File: src/rtl/datapath_dump_ctrl_pkg.sv
// Shared types for the end-of-run dump controller: FSM states, stream tags,
// halt causes and the stream beat record.
package dump_pkg;

  typedef enum logic [1:0] {
    ST_RUN      = 2'd0,
    ST_DUMP_REG = 2'd1,
    ST_DUMP_MEM = 2'd2,
    ST_DONE     = 2'd3
  } state_t;

  localparam logic [1:0] TAG_PC  = 2'd0;
  localparam logic [1:0] TAG_REG = 2'd1;
  localparam logic [1:0] TAG_MEM = 2'd2;

  localparam logic [1:0] CAUSE_NONE    = 2'd0;
  localparam logic [1:0] CAUSE_ZERO    = 2'd1;
  localparam logic [1:0] CAUSE_TIMEOUT = 2'd2;

  typedef struct packed {
    logic [1:0]  tag;
    logic [31:0] data;
  } beat_t;

  // A zero instruction outranks a timeout landing on the same cycle.
  function automatic logic [1:0] halt_cause(input logic zero_inst, input logic expired);
    if (zero_inst)    return CAUSE_ZERO;
    else if (expired) return CAUSE_TIMEOUT;
    else              return CAUSE_NONE;
  endfunction

endpackage

File: src/rtl/datapath_dump_ctrl_if.sv
// Core-side probe/read ports plus the tagged output stream of the dump controller.
interface datapath_dump_ctrl_if #(
  parameter int NUM_REGS = 32
);
  localparam int RA_W = (NUM_REGS > 1) ? $clog2(NUM_REGS) : 1;

  logic [31:0]     pc;
  logic [31:0]     inst;
  logic [RA_W-1:0] rf_raddr;
  logic [31:0]     rf_rdata;
  logic [31:0]     mem_raddr;
  logic [31:0]     mem_rdata;
  logic            out_valid;
  logic            out_ready;
  logic [31:0]     out_data;
  logic [1:0]      out_tag;

  modport master (
    input  pc, inst, rf_rdata, mem_rdata, out_ready,
    output rf_raddr, mem_raddr, out_valid, out_data, out_tag
  );

  modport slave (
    output pc, inst, rf_rdata, mem_rdata, out_ready,
    input  rf_raddr, mem_raddr, out_valid, out_data, out_tag
  );
endinterface

File: src/rtl/datapath_dump_ctrl_cycle_timer.sv
// RUN-phase cycle counter; expired flags the last allowed cycle (count == TIMEOUT-1).
module dump_cycle_timer #(
  parameter int TIMEOUT = 64
) (
  input  logic clk,
  input  logic reset,
  input  logic en,
  output logic expired
);
  localparam int CW = (TIMEOUT > 1) ? $clog2(TIMEOUT) : 1;

  logic [CW-1:0] count;

  assign expired = (count == CW'(TIMEOUT - 1));

  // Only reset clears the count; it freezes at expiry so it never wraps.
  always_ff @(posedge clk or negedge reset) begin
    if (!reset)               count <= '0;
    else if (en && !expired)  count <= count + CW'(1);
  end
endmodule

File: src/rtl/datapath_dump_ctrl.sv
// End-of-run monitor: detects halt, then streams the register file and a memory window.
// Optional PC trace during RUN is enabled with `define DUMP_PC_TRACE_EN.
module datapath_dump_ctrl
  import dump_pkg::*;
#(
  parameter int          NUM_REGS  = 32,
  parameter logic [31:0] MEM_BASE  = 32'h4000,
  parameter int          MEM_WORDS = 4,
  parameter int          TIMEOUT   = 64
) (
  input  logic                 clk,
  input  logic                 reset,
  datapath_dump_ctrl_if.master bus,
  output logic                 halted,
  output logic [1:0]           cause,
  output logic                 done
`ifdef DUMP_PC_TRACE_EN
  ,output logic                trace_drop
`endif
);
  localparam int          RA_W     = (NUM_REGS > 1) ? $clog2(NUM_REGS) : 1;
  localparam logic [31:0] REG_LAST = 32'(NUM_REGS - 1);
  localparam logic [31:0] MEM_LAST = 32'(MEM_WORDS - 1);

  state_t      state;
  logic [31:0] idx;
  logic        expired;
  logic        zero_inst;
  logic        valid;
  logic        fire;
  beat_t       beat;

  dump_cycle_timer #(.TIMEOUT(TIMEOUT)) u_timer (
    .clk     (clk),
    .reset   (reset),
    .en      (state == ST_RUN),
    .expired (expired)
  );

  assign zero_inst = (bus.inst == 32'd0);
  assign fire      = valid && bus.out_ready;

  always_ff @(posedge clk or negedge reset) begin
    if (!reset) begin
      state  <= ST_RUN;
      idx    <= '0;
      halted <= 1'b0;
      cause  <= CAUSE_NONE;
      done   <= 1'b0;
    end else begin
      case (state)
        ST_RUN: begin
          if (zero_inst || expired) begin
            state  <= ST_DUMP_REG;
            idx    <= '0;
            halted <= 1'b1;
            cause  <= halt_cause(zero_inst, expired);
          end
        end
        ST_DUMP_REG: begin
          if (fire) begin
            if (idx == REG_LAST) begin
              state <= ST_DUMP_MEM;
              idx   <= '0;
            end else begin
              idx   <= idx + 32'd1;
            end
          end
        end
        ST_DUMP_MEM: begin
          if (fire) begin
            if (idx == MEM_LAST) begin
              state <= ST_DONE;
              done  <= 1'b1;
            end else begin
              idx   <= idx + 32'd1;
            end
          end
        end
        default: ;
      endcase
    end
  end

  // Read addresses track idx directly; since idx only moves on a handshake,
  // the combinational read data (and so the beat) is stable while stalled.
  assign bus.rf_raddr  = (state == ST_DUMP_REG) ? idx[RA_W-1:0] : '0;
  assign bus.mem_raddr = MEM_BASE + ((state == ST_DUMP_MEM) ? idx : 32'd0);

  always_comb begin
    valid = 1'b0;
    beat  = '0;
    case (state)
      ST_DUMP_REG: begin
        valid     = 1'b1;
        beat.tag  = TAG_REG;
        beat.data = bus.rf_rdata;
      end
      ST_DUMP_MEM: begin
        valid     = 1'b1;
        beat.tag  = TAG_MEM;
        beat.data = bus.mem_rdata;
      end
`ifdef DUMP_PC_TRACE_EN
      ST_RUN: begin
        // Gated by reset so the stream reads idle while reset is held.
        valid     = reset;
        beat.tag  = TAG_PC;
        beat.data = reset ? bus.pc : 32'd0;
      end
`endif
      default: ;
    endcase
  end

  assign bus.out_valid = valid;
  assign bus.out_tag   = beat.tag;
  assign bus.out_data  = beat.data;

`ifdef DUMP_PC_TRACE_EN
  // Trace has no backpressure: any RUN cycle without ready loses its word.
  always_ff @(posedge clk or negedge reset) begin
    if (!reset)                                trace_drop <= 1'b0;
    else if (state == ST_RUN && !bus.out_ready) trace_drop <= 1'b1;
  end
`else
  logic unused_pc;
  assign unused_pc = ^bus.pc;
`endif

endmodule

File: src/flat_wrapper.sv
// flat-port wrapper written by rule: the top's interface ports become plain ports
module datapath_dump_ctrl_flat import dump_pkg::*;
#(
  parameter int          NUM_REGS  = 32,
  parameter logic [31:0] MEM_BASE  = 32'h4000,
  parameter int          MEM_WORDS = 4,
  parameter int          TIMEOUT   = 64
)
  (clk, reset, halted, cause, done, bus_pc, bus_inst, bus_rf_rdata, bus_mem_rdata, bus_out_ready, bus_rf_raddr, bus_mem_raddr, bus_out_valid, bus_out_data, bus_out_tag);
  datapath_dump_ctrl_if #(.NUM_REGS(NUM_REGS)) bus_i ();
  input  logic clk;
  input  logic reset;
  output logic halted;
  output logic [1:0] cause;
  output logic done;
  input wire logic [$bits(bus_i.pc)-1:0] bus_pc;
  input wire logic [$bits(bus_i.inst)-1:0] bus_inst;
  input wire logic [$bits(bus_i.rf_rdata)-1:0] bus_rf_rdata;
  input wire logic [$bits(bus_i.mem_rdata)-1:0] bus_mem_rdata;
  input wire logic [$bits(bus_i.out_ready)-1:0] bus_out_ready;
  output wire logic [$bits(bus_i.rf_raddr)-1:0] bus_rf_raddr;
  output wire logic [$bits(bus_i.mem_raddr)-1:0] bus_mem_raddr;
  output wire logic [$bits(bus_i.out_valid)-1:0] bus_out_valid;
  output wire logic [$bits(bus_i.out_data)-1:0] bus_out_data;
  output wire logic [$bits(bus_i.out_tag)-1:0] bus_out_tag;
  assign bus_i.pc = bus_pc;
  assign bus_i.inst = bus_inst;
  assign bus_i.rf_rdata = bus_rf_rdata;
  assign bus_i.mem_rdata = bus_mem_rdata;
  assign bus_i.out_ready = bus_out_ready;
  assign bus_rf_raddr = bus_i.rf_raddr;
  assign bus_mem_raddr = bus_i.mem_raddr;
  assign bus_out_valid = bus_i.out_valid;
  assign bus_out_data = bus_i.out_data;
  assign bus_out_tag = bus_i.out_tag;
  datapath_dump_ctrl #(.NUM_REGS(NUM_REGS), .MEM_BASE(MEM_BASE), .MEM_WORDS(MEM_WORDS), .TIMEOUT(TIMEOUT)) u_core (.clk(clk), .reset(reset), .bus(bus_i), .halted(halted), .cause(cause), .done(done));
endmodule
File: config.mk
export PLATFORM = sky130hd
export DESIGN_NAME = datapath_dump_ctrl_flat
export DESIGN_NICKNAME = d
export VERILOG_FILES = /design/src/rtl/datapath_dump_ctrl_pkg.sv /design/src/rtl/datapath_dump_ctrl_if.sv /design/src/rtl/datapath_dump_ctrl_cycle_timer.sv /design/src/rtl/datapath_dump_ctrl.sv /design/src/flat_wrapper.sv
export SDC_FILE = /design/constraint.sdc
export NUM_CORES = 1
export LEC_CHECK = 0
export CORE_ASPECT_RATIO = 1.2
export CORE_MARGIN = 4
export CORE_UTILIZATION = 40
export DETAILED_ROUTE_END_ITERATION = 7
export PLACE_DENSITY = 0.83
export SYNTH_ARGS = -nofsm -noshare
export SYNTH_HDL_FRONTEND = slang
export SYNTH_SLANG_ARGS = --single-unit
File: constraint.sdc
create_clock -name clk -period 10.24 [get_ports clk]
set_input_delay 3.072 -clock clk [delete_from_list [all_inputs] [get_ports clk]]
set_output_delay 3.072 -clock clk [all_outputs]
set_load 0.02 [all_outputs]
==> results.toml, run 1 <==
[flow_run]
max_cap_viol_count = 0

[drt]
drc = 0
drt_iter0_drc = 253
wl_per_cell_um = 17.6
wl_um = 12700
routed_via_density = 5.72
ant_nets = 0
dr.pass1.iters = 4
vias = 4101

[global_routing]
grt_max_degree = 66
grt_pass1_vias = 3896
grt_overflow = 0
grtUsageTotal = 0.220
antenna_found_initial = 2
grt_pass1_wl_um = 19300

[synth]
synthSimpleGateAreaFrac = 0.315
ys_seq_area_frac = 0.296
synth_top_family_by_area = "simple AND/OR/NAND/NOR gates"
ys_seq_elements = 44
yosysUniqueCellTypes = 52
post_synth.cell_area_avg_um2 = 8.27
synth_area_mm2 = 0.00372
syn_nets = 591
synth_xor_area_frac = 0.0424
synth_fa_ha_area_frac = 0.0336
synthMuxAreaShare = 0.00874
synthCells = 450
synth_compound_area_frac = 0.240
synthesis.yosys.warnings = 0

[critical_path]
cp_slowest_cell = "clkdlybuf4s50_1"
crit_top_cell = "clkdlybuf4s50_1"
critical_path.cell_chain = "clkdlybuf4s50_1 > a22oi_1 > nor2b_1 > clkdlybuf4s50_1"
worstSetupStartpointType = "primary input"
cp.required_ns = 7.17
cp_top_family = "buffers and inverters"
arrival_ns = 4.41
cp_num_buf_inv = 2
worstSetupPathType = "primary input to output pin"
slowest_delay_ns = 0.63
crit_fanout = 1
end_kind = "output pin"

[timing]
finalHoldViolations = 0
maxSlewViolCount = 0
skew_ns = 0.0108
worst_slew_pin_slew_ns = 1.02
rsz0062_at_grt = "false"
setup_ws_ns = 2.76
fin_crit_ns = 7.48
relSlewSlack = 0.319
post-route-period-util = 0.730
max_freq_ghz = 0.134
setup_viol = 0
finalSetupTns_ns = 0

[clock_network]
cts_hold_buffers = 0
cts_sinks = 44
cts_setup_buffers = 0
cts_tree = "yes"
ctsResizeCount = 0
clock-root-buffer = "clkbuf_8"
clk_pin_slew_worst_paths_ns = 0.10
clock_path_buffers = 2
cts_buffers = 5
clock_latency_ns = 0.30
htreeDepth = 2

[hold_path]
hold_path_class = "flip-flop to flip-flop"

[floorplanning]
die_h_um = 114
die_area_mm2 = 0.0109
coreArea_mm2 = 0.00908
initial_core_util = 0.410
die_w_um = 96.0
rows = 38
io_pins = 207

[final_layout]
layout-drive-gt1-share = 0.0452
layout_commonest_cell = "clkdlybuf4s50_1"
layout_common_cells = "clkdlybuf4s50_1, dfrtp_1, nand2_1"
num_antenna_cells = 0
syn2layout_area_growth_pct = 49.0
fin_util = 0.610
fin_nets = 737
fin_area_mm2 = 0.00554
final_cells = 717

[pwr]
p_leak_nw = 2.18
power_density_mw_per_mm2 = 89.2
ir_drop_uv = 57.8

[placement]
dp.final_hpwl_um = 9520
placed_cell_area_mm2 = 0.00543
dp.cells = 709
place_congestion = 0.885
port_buffers = 174
pre_cts_slack_ns = 2.76

[outcome]
status = "completed"
sequential cells by signal (all words and copies together) (netlist names):
name and flops:
u_core.idx 32, u_core.halted 1, u_core.cause 2, u_core.u_timer.count 6, u_core.done 1, u_core.state 2
layer usage:
layer | global-route usage | wire [um] | up-vias
met5 | 0 | 27 | -
met4 | 0.0693 | 274 | 4
met3 | 0.0574 | 1280 | 24
met2 | 0.395 | 6460 | 189
met1 | 0.249 | 4620 | 1943
li1 | - | - | 1941
cell usage after synthesis, drive strengths merged:
| library cell | n | area, um^2 |
|---|---|---|
| nor4b | 2 | 17.5 |
| a22o | 1 | 8.76 |
| o41a | 1 | 11.3 |
| a211oi | 1 | 7.51 |
| nor2b | 34 | 213 |
| nand4 | 12 | 75.1 |
| mux2 | 2 | 22.5 |
| mux2i | 1 | 10.0 |
| o31ai | 16 | 120 |
| o21a | 2 | 15.0 |
| buf | 21 | 143 |
| xnor2 | 15 | 131 |
| nand4b | 1 | 8.76 |
| a41oi | 1 | 8.76 |
| ha | 10 | 125 |
| a21oi | 12 | 60.1 |
| nand3b | 1 | 7.51 |
| a21boi | 3 | 22.5 |
| a31o | 1 | 8.76 |
| a41o | 1 | 10.0 |
| a221oi | 1 | 8.76 |
| dfrtp | 44 | 1100 |
| or3 | 5 | 31.3 |
| and2 | 37 | 231 |
| nand3 | 19 | 95.1 |
| xor2 | 3 | 26.3 |
| nand2 | 37 | 139 |
| o21ai | 32 | 160 |
| a31oi | 6 | 37.5 |
| clkbuf | 18 | 68.8 |
| and4 | 7 | 61.3 |
| nor4 | 15 | 109 |
| and3 | 13 | 81.3 |
| a2bb2oi | 1 | 8.76 |
| nand2b | 2 | 12.5 |
| a22oi | 33 | 248 |
| o22ai | 1 | 6.26 |
| nor2 | 17 | 63.8 |
| inv | 8 | 30.0 |
| o41ai | 5 | 92.6 |
| or2 | 2 | 15.0 |
| nor3 | 2 | 10.0 |
| o311ai | 4 | 57.6 |
power breakdown:
part	switching [mW]	internal, mW
clock	0.0677	0.0736
combinational	0.0620	0.0785
sequential	0.0264	0.186
total	0.156	0.338
logic make-up after synthesis:
kind of cell	count (synthesis)
and+or+nand+nor	206
AOI/OAI and AO/OA	122
buffers and inverters	47
DFF	44
xor gates and xnor gates	18
adders and majority gates	10
muxes	3
final timing paths:
kind	startpoint	end	slack [ns]	cells after the start
worst max-delay path	bus_rf_rdata[2]	bus_out_data[2]	2.76	4
worst min-delay path	u_core.u_timer.count[5]$_DFFE_PN0P_	u_core.u_timer.count[5]$_DFFE_PN0P_	0.47	1
worst max register to register	u_core.state[0]$_DFFE_PN0P_	u_core.idx[14]$_DFFE_PN0P_	7.02	10
worst min register to register	u_core.u_timer.count[5]$_DFFE_PN0P_	u_core.u_timer.count[5]$_DFFE_PN0P_	0.47	1
max in group asynchronous	reset	u_core.u_timer.count[2]$_DFFE_PN0P_	6.67	1
min in group asynchronous	reset	u_core.idx[20]$_DFFE_PN0P_	2.92	1
worst reg2reg max path, cell delays in order, from the launching register on:
cell	delay (ns)
dfrtp_1	0.43
inv_1	0.15
ha_2	0.28
buf_4	0.54
nor4b_1	0.32
and4_1	0.26
a211oi_1	0.08
o21ai_1	0.09
buf_4	0.31
or2_4	0.46
o311ai_2	0.16
stage by stage:
step / hold WS, ns / power [mW]
global placement: 0.448 / 0.352
detailed placement: 0.458 / 0.355
floorplan: 0.434 / 0.279
finish: 0.473 / 0.494
global route: 0.496 / 0.517
CTS: 0.474 / 0.495
layout make-up:
type | count | area [um^2]
multi-input cells | 359 | 2380
inverters | 8 | 30.0
well taps | 120 | 150
fillers | 782 | 3540
repair buffers | 178 | 1770
clock inverters | 3 | 46.3
flip-flops and latches | 44 | 1100
clock buffers | 5 | 68.8
No activity file was read; power rests on OpenSTA's default activity.
==> inputs of run 2 (changes only) <==
Settings changed: CORE_UTILIZATION 40 to 36, PLACE_DENSITY 0.83 to 0.79.
Clock period 10.24 ns to 6.15 ns, I/O delays scaled along.
==> results.toml, run 2 (synthesis gave the netlist of run 1 again) <==
[final_layout]
layout-drive-gt1-share = 0.0452
syn2layout_area_growth_pct = 50.1
largestRegisters = "u_core.idx (32), u_core.u_timer.count (6)"
regMostFlops = "u_core.idx"
fin_util = 0.555
largest_register_ffs = 32
num_antenna_cells = 0
layout_commonest_cell = "clkdlybuf4s50_1"
fin_nets = 737
layout_common_cells = "clkdlybuf4s50_1, dfrtp_1, nand2_1"

[flow_run]
max_cap_viol_count = 0

[clock_network]
clock_latency_ns = 0.29
ctsResizeCount = 0
cts_setup_buffers = 0
htreeDepth = 2
cts_buffers = 5
clk_pin_slew_worst_paths_ns = 0.07
cts_hold_buffers = 0
cts_tree = "yes"
clock-root-buffer = "clkbuf_16"
cts_sinks = 44
clock_path_buffers = 2

[timing]
maxSlewViolCount = 0
skew_ns = 0.00651
relSlewSlack = 0.315
post-route-period-util = 0.846
max_freq_ghz = 0.192
finalSetupTns_ns = 0
rsz0062_at_grt = "false"
fin_crit_ns = 5.20
setup_ws_ns = 0.948
worst_slew_pin_slew_ns = 1.03
setup_viol = 0
finalHoldViolations = 0

[placement]
place_congestion = 0.876
port_buffers = 174
dp.final_hpwl_um = 9540
pre_cts_slack_ns = 1.11

[hold_path]
hold_path_class = "flip-flop to flip-flop"
min_from = "u_core.u_timer.count[5]$_DFFE_PN0P_"

[floorplanning]
rows = 40
io_pins = 207
die_h_um = 119
die_area_mm2 = 0.0120
coreArea_mm2 = 0.0101
die_w_um = 101
initial_core_util = 0.370

[critical_path]
r2r_start = "u_core.state[0]$_DFFE_PN0P_"
critical_path.cell_chain = "inv_1 > ha_2 > buf_4 > and3_1 > nand4_1 > or3_1 > a21boi_0 > clkdlybuf4s50_1"
crit_fanout = 66
cp.required_ns = 4.30
worstSetupStartpointType = "flip-flop"
startpoint = "u_core.state[0]$_DFFE_PN0P_"
slowest_delay_ns = 0.65
arrival_ns = 3.36
cp_slowest_cell = "clkdlybuf4s50_1"
end_kind = "output pin"
worstSetupPathType = "flip-flop to output pin"

[drt]
wl_um = 12700
wl_per_cell_um = 17.5
routed_via_density = 5.65
vias = 4085
dr.pass1.iters = 5
drt_iter0_drc = 224
ant_nets = 0
drc = 0

[global_routing]
grt_overflow = 0
grt_pass1_wl_um = 19500
grtUsageTotal = 0.197
grt_pass1_vias = 3962
grt_max_degree = 67
antenna_found_initial = 0

[outcome]
status = "completed"

[pwr]
p_leak_nw = 2.20
power_density_mw_per_mm2 = 154
ir_drop_uv = 166
## run 2: cell count changes in the layout (fill, tap and decap cells not counted), sizes merged
cell | before | now
bufinv | 1 | 0
clkinv | 0 | 1
clkinvlp | 1 | 2
inv | 9 | 8
## run 2: critical path: cells and delay by family, from the launching register on
family,cells,cell delay (ns)
simple gates,3,0.79
buf+inv,3,1.34
flops,1,0.42
compound gates,1,0.23
fa+ha+maj,1,0.27
## run 2: worst paths after layout
check	to	slack, ns	depth (start not counted)
worst max-delay path	bus_mem_raddr[28]	0.95	8
worst min-delay path	u_core.u_timer.count[5]$_DFFE_PN0P_	0.47	1
worst max register to register	u_core.idx[5]$_DFFE_PN0P_	2.88	10
worst min register to register	u_core.u_timer.count[5]$_DFFE_PN0P_	0.47	1
max in group asynchronous	u_core.idx[15]$_DFFE_PN0P_	3.78	1
min in group asynchronous	u_core.idx[21]$_DFFE_PN0P_	1.72	1
## run 2: metal layers
| layer | part of all wire | global-route usage |
|---|---|---|
| met1 | 0.38 | 0.229 |
| met2 | 0.51 | 0.360 |
| met3 | 0.092 | 0.0410 |
| met4 | 0.018 | 0.0497 |
| met5 | 0 | 0 |
## run 2: area by class of cell
type	instances	area, um^2
Timing Repair Buffer	178	1770
Inverter	8	30.0
Fill cell	926	4470
Sequential cell	44	1100
Clock buffer	5	125
Multi-Input combinational cell	359	2380
Clock inverter	3	23.8
Tap cell	126	158
## run 2: power by group
group	switching [mW]	internal, mW	total [mW]
Sequential	0.0443	0.310	0.355
Combinational	0.104	0.131	0.234
Clock	0.118	0.151	0.269
Total	0.266	0.592	0.858
## run 2: metrics by stage
stage | instance area, um^2 | hold WS [ns] | power (mW) | std cells
final | 5590 | 0.471 | 0.858 | 723
after global placement | 5440 | 0.453 | 0.587 | 715
after floorplan | 3720 | 0.434 | 0.464 | 450
after global routing | 5590 | 0.489 | 0.900 | 723
after detailed placement | 5440 | 0.467 | 0.594 | 715
after CTS | 5590 | 0.475 | 0.862 | 723
==> inputs of run 3 (changes only) <==
Settings changed: CORE_UTILIZATION 36 to 40, PLACE_DENSITY 0.79 to 0.83.
Clock period 6.15 ns to 5.3 ns, I/O delays scaled along.
==> results.toml, run 3 (synthesis gave the netlist of run 1 again) <==
[outcome]
status = "completed"

[clock_network]
ctsResizeCount = 0
clk_pin_slew_worst_paths_ns = 0.09
cts_sinks = 44
htreeDepth = 2
cts_buffers = 5
clock_latency_ns = 0.31
clock_path_buffers = 2
clock-root-buffer = "clkbuf_8"
cts_setup_buffers = 0
cts_hold_buffers = 0
cts_tree = "yes"

[critical_path]
startpoint = "u_core.state[0]$_DFFE_PN0P_"
cp.required_ns = 3.71
critical_path.cell_chain = "inv_1 > ha_2 > nand2_1 > inv_1 > ha_1 > nand4_1 > or3_1 > a21boi_0 > clkdlybuf4s50_1"
crit_cells = 9
cp_num_buf_inv = 3
r2r_start = "u_core.state[0]$_DFFE_PN0P_"
crit_top_cell = "inv_1"
cp_top_family = "buffers and inverters"
worstSetupStartpointType = "flip-flop"
crit_fanout = 8
r2r_setup_slack_ns = 2.03
end_kind = "output pin"
slowest_delay_ns = 0.63
worstSetupPathType = "flip-flop to output pin"
reg2reg_depth = 10
arrival_ns = 3.06
worstReg2RegEnd = "u_core.idx[5]$_DFFE_PN0P_"
cp_slowest_cell = "clkdlybuf4s50_1"

[hold_path]
hold_path_class = "flip-flop to flip-flop"
holdPathEnd = "u_core.halted$_DFFE_PN0P_"
min_from = "u_core.halted$_DFFE_PN0P_"
hold_depth = 1

[timing]
maxSlewViolCount = 0
max_freq_ghz = 0.215
relSlewSlack = 0.354
post-route-period-util = 0.877
setup_viol = 0
finalSetupTns_ns = 0
rsz0062_at_grt = "false"
skew_ns = 0.0134
finalHoldViolations = 0
worst_slew_pin_slew_ns = 0.970
fin_crit_ns = 4.65

[pwr]
p_leak_nw = 2.17
ir_drop_uv = 82.1
power_density_mw_per_mm2 = 162

[drt]
wl_um = 12700
routed_via_density = 5.71
ant_nets = 0
dr.pass1.iters = 6
drt_iter0_drc = 375
vias = 4099
wl_per_cell_um = 17.8
drc = 0

[placement]
place_congestion = 0.853
dp.cells = 709
dp.final_hpwl_um = 9570
port_buffers = 174

[final_layout]
regMostFlops = "u_core.idx"
layout_common_cells = "clkdlybuf4s50_1, dfrtp_1, nand2_1"
layout_commonest_cell = "clkdlybuf4s50_1"
final_cells = 718
largestRegisters = "u_core.idx (32), u_core.u_timer.count (6)"
fin_nets = 737
syn2layout_area_growth_pct = 48.2
layout-drive-gt1-share = 0.0436
largest_register_ffs = 32

[global_routing]
grtUsageTotal = 0.230
grt_max_degree = 65
grt_overflow = 0
grt_pass1_vias = 4010
grt_pass1_wl_um = 20100
antenna_found_initial = 3

[floorplanning]
die_h_um = 114
die_w_um = 96.0
rows = 38
io_pins = 207
coreArea_mm2 = 0.00908
die_area_mm2 = 0.0109
initial_core_util = 0.410

[flow_run]
max_cap_viol_count = 0
[run 3: changes by cell type in the layout (fill, tap and decap cells not counted)]
cell	delta
clkbuf_8	+5
clkbuf_16	-5
clkinvlp_4	-1
clkinv_2	+1
clkinv_4	-1
diode_2	+2
[run 3: where the power goes]
part	switching (mW)	leakage, nW	total [mW]	internal [mW]
combinational	0.122	1.57	0.274	0.152
sequential	0.0502	0.559	0.410	0.360
clock	0.121	0.0400	0.210	0.0894
[run 3: worst max path at each step]
stage	to
finish	bus_mem_raddr[28]
global route	bus_mem_raddr[28]
CTS	bus_mem_raddr[28]
detailed placement	bus_out_data[19]
floorplan	bus_mem_raddr[28]
global placement	bus_out_data[13]
[run 3: area by class of cell]
type / count / area, um^2
Multi-Input combinational cell: 359 / 2380
Tap cell: 120 / 150
Antenna cell: 2 / 5.00
Timing Repair Buffer: 178 / 1770
Clock inverter: 2 / 12.5
Inverter: 8 / 30.0
Fill cell: 790 / 3570
Sequential cell: 44 / 1100
Clock buffer: 5 / 68.8
[run 3: through the flow]
stage / hold WS (ns) / area, um^2 / total power [mW] / worst slack (ns) / util
finish: 0.483 / 5520 / 0.894 / 0.653 / 0.607
detailed placement: 0.464 / 5430 / 0.689 / 0.773 / 0.598
CTS: 0.489 / 5510 / 0.897 / 0.645 / 0.607
global placement: 0.448 / 5430 / 0.680 / 0.802 / 0.598
floorplan: 0.434 / 3720 / 0.539 / 0.793 / -
global route: 0.502 / 5510 / 0.944 / 0.473 / 0.607
[run 3: layer usage]
metal  wire (um)  GRT usage  vias up
met5          27          0        -
met4         409     0.0920        4
met3        1530     0.0726       33
met2        6240      0.391      224
met1        4540      0.265     1895
li1            -          -     1943
==> edit: new RTL, flow settings as in run 2 <==
Encoding of `state_t`: now one-hot (4 bits for 4 states).
--- a/src/rtl/datapath_dump_ctrl_pkg.sv
+++ b/src/rtl/datapath_dump_ctrl_pkg.sv
@@ -2,11 +2,11 @@
 // halt causes and the stream beat record.
 package dump_pkg;
 
-  typedef enum logic [1:0] {
-    ST_RUN      = 2'd0,
-    ST_DUMP_REG = 2'd1,
-    ST_DUMP_MEM = 2'd2,
-    ST_DONE     = 2'd3
+  typedef enum logic [3:0] {
+    ST_RUN      = 4'b0001,
+    ST_DUMP_REG = 4'b0010,
+    ST_DUMP_MEM = 4'b0100,
+    ST_DONE     = 4'b1000
   } state_t;
 
   localparam logic [1:0] TAG_PC  = 2'd0;
Check against the original RTL: no difference found for any inputs over 10 cycles, from zero or initial values and one cycle with reset low; not proved beyond that.
==> edit against run 2 <==
  * Largest cell class unchanged
  * Synthesized area is 11% lower
  * Register-to-register slack worse by 0.83 ns
  * Cell area is 7.1% lower
  * Wire length is 9.7% lower
  * Clock skew hardly changed
  * Synthesized cell count is 11% lower
  * Setup slack worse by 0.15 ns
  * Highest routed layer is now met5
  * Global-route usage is 1.1 points higher
  * Sequential cell count is 2 higher
Power is not compared: it rests on default switching activity, and its combinational part moved more than twofold at a synthesized area within 25%.
==> edit: results (changes against run 2) <==
metric,value,unit,change
"Net Count, Synth",537,,was 591
M3 GR Usage,0.0532,,was 0.0410
Inserted Clock Buffers,5,,unchanged
Final Skew,0.00695,ns,was 0.00651 ns
pre-CTS setup slack,1.10,ns,was 1.11 ns
H-tree levels,2,,unchanged
post-cts sizing count,0,,unchanged
vias,3716,,was 4085
met1 Use GR,0.277,,was 0.229
Synth Area in XOR/XNOR,0.0450,,was 0.0424
CTS Root Cell,clkbuf_8,,was clkbuf_16
ranking of synthesized cells by area,"dfrtp_1 34%, a22o_1 8.5%, o21ai_1 5.3%",,"was dfrtp_1 30%, a22oi_1 6.7%, and2_1 6.1%"
post-synthesis mux area share,0.00681,,was 0.00874
M2 GR Usage,0.334,,was 0.360
"delay-heaviest family, CP",simple AND/OR/NAND/NOR gates,,was buffers and inverters
Worst path max stage delay,0.86,ns,was 0.65 ns
Met2 Wirelength,5.65,mm,was 6.49 mm
Synth Area in Compound Gates,0.243,,was 0.240
Port-buffer cells,174,,unchanged
number of flip-flops in the largest register,32,,unchanged
nets@finish,691,,was 737
dpl cells,669,,was 715
top flop regs,"u_core.idx (32), u_core.u_timer.count (6), u_core.state (4)",,"was u_core.idx (32), u_core.u_timer.count (6)"
HP Class,flip-flop to flip-flop,,unchanged
Final Instance Count excl. Fillers,677,,was 723
most instantiated cells after synthesis,"45 x dfrtp_1, 40 x nor2_1, 35 x o21ai_1, 32 x a22o_1, 32 x nand2_1",,"was 44 x dfrtp_1, 37 x nand2_1, 36 x and2_1, 34 x nor2b_1, 33 x a22oi_1"
Pre-antenna DRT Iters,5,,unchanged
post-CTS setup buffer count,0,,unchanged
Post-Synthesis Cells,402,,was 450
run status,"complete, no violations",,unchanged
Worst-Skew Late Latency,0.31,ns,was 0.29 ns
GRT Util Overall,0.208,,was 0.197
Max-slew headroom,0.245,,was 0.315
ANT cells,0,,unchanged
"Seq/Total Area, Yosys",0.348,,was 0.296
CP max-delay cell,or4b_1,,was clkdlybuf4s50_1
peak supply drop,0.000218,V,
Synth async-reset ratio,1.00,,unchanged
layout cells sized above 1,0.0377,,was 0.0452
adder-cell share of the synthesized area,0.0151,,was 0.0336
initial antenna violation count,1,,was 0
vias in the first global route,3544,,was 3962
Filler cells,787,,was 926
Met1 Wirelength,4.78,mm,about the same
GP Congestion,0.879,,was 0.876
Critical Path AT,3.50,ns,was 3.36 ns
DRT iter0 DRCs,273,,was 224
CP Max Fanout,17,,was 66
CP Class,flip-flop to output port,,unchanged
Wirelength per Cell,16.9,microns,was 17.5 microns
WL met3,783,microns,was 1.17 mm
first-pass GRT wire length,18.0,mm,was 19.5 mm
top sig layer,met5,,was met4
post-synthesis cell type count,43,,was 52
largest net degree at the start of global routing,51,,was 67
post-DP HPWL,8.70,mm,was 9.54 mm
edit: logic make-up after synthesis:
family,Yosys count
AND/OR/NAND/NOR,180
AO/OA/AOI/OAI,116
flip-flops,46
buffers and inverters,37
XOR/XNOR,17
adder cells (fa/ha/maj),4
multiplexers,2
edit: power groups by stage:
stage	sequential, W	combinational (W)	clock (W)
finish	0.000368	0.00103	0.000183
global route	0.000374	0.00111	0.000198
CTS	0.000368	0.00104	0.000187
detailed placement	0.000373	0.00103	0
global placement	0.000371	0.00101	0
floorplan	0.000361	0.000606	0
edit: layout make-up:
class	instances	area share
clock buffers	8	0.0154
inverters	7	0.00531
multi-input cells	319	0.389
flip-flops and latches	46	0.222
well taps	120	0.0289
repair buffers	177	0.339
edit: metrics by stage:
| stage | cell area, sq um | util |
|---|---|---|
| floorplan | 3310 | - |
| global placement | 5110 | 0.568 |
| detailed placement | 5110 | 0.568 |
| CTS | 5190 | 0.577 |
| global route | 5190 | 0.577 |
| finish | 5190 | 0.577 |
edit: worst paths after layout:
kind                                                   from                           to  slack, ns  cells past startpoint
worst max-delay path            u_core.state[1]$_DFFE_PN0P_            bus_mem_raddr[28]       0.80                      9
worst min-delay path                u_core.done$_DFFE_PN0P_      u_core.done$_DFFE_PN0P_       0.47                      1
worst max register to register  u_core.state[0]$_DFFE_PN1P_    u_core.idx[9]$_DFFE_PN0P_       2.05                      9
worst min register to register      u_core.done$_DFFE_PN0P_      u_core.done$_DFFE_PN0P_       0.47                      1
max in group asynchronous                             reset  u_core.state[2]$_DFFE_PN0P_       3.76                      1
min in group asynchronous                             reset   u_core.idx[23]$_DFFE_PN0P_       1.72                      1
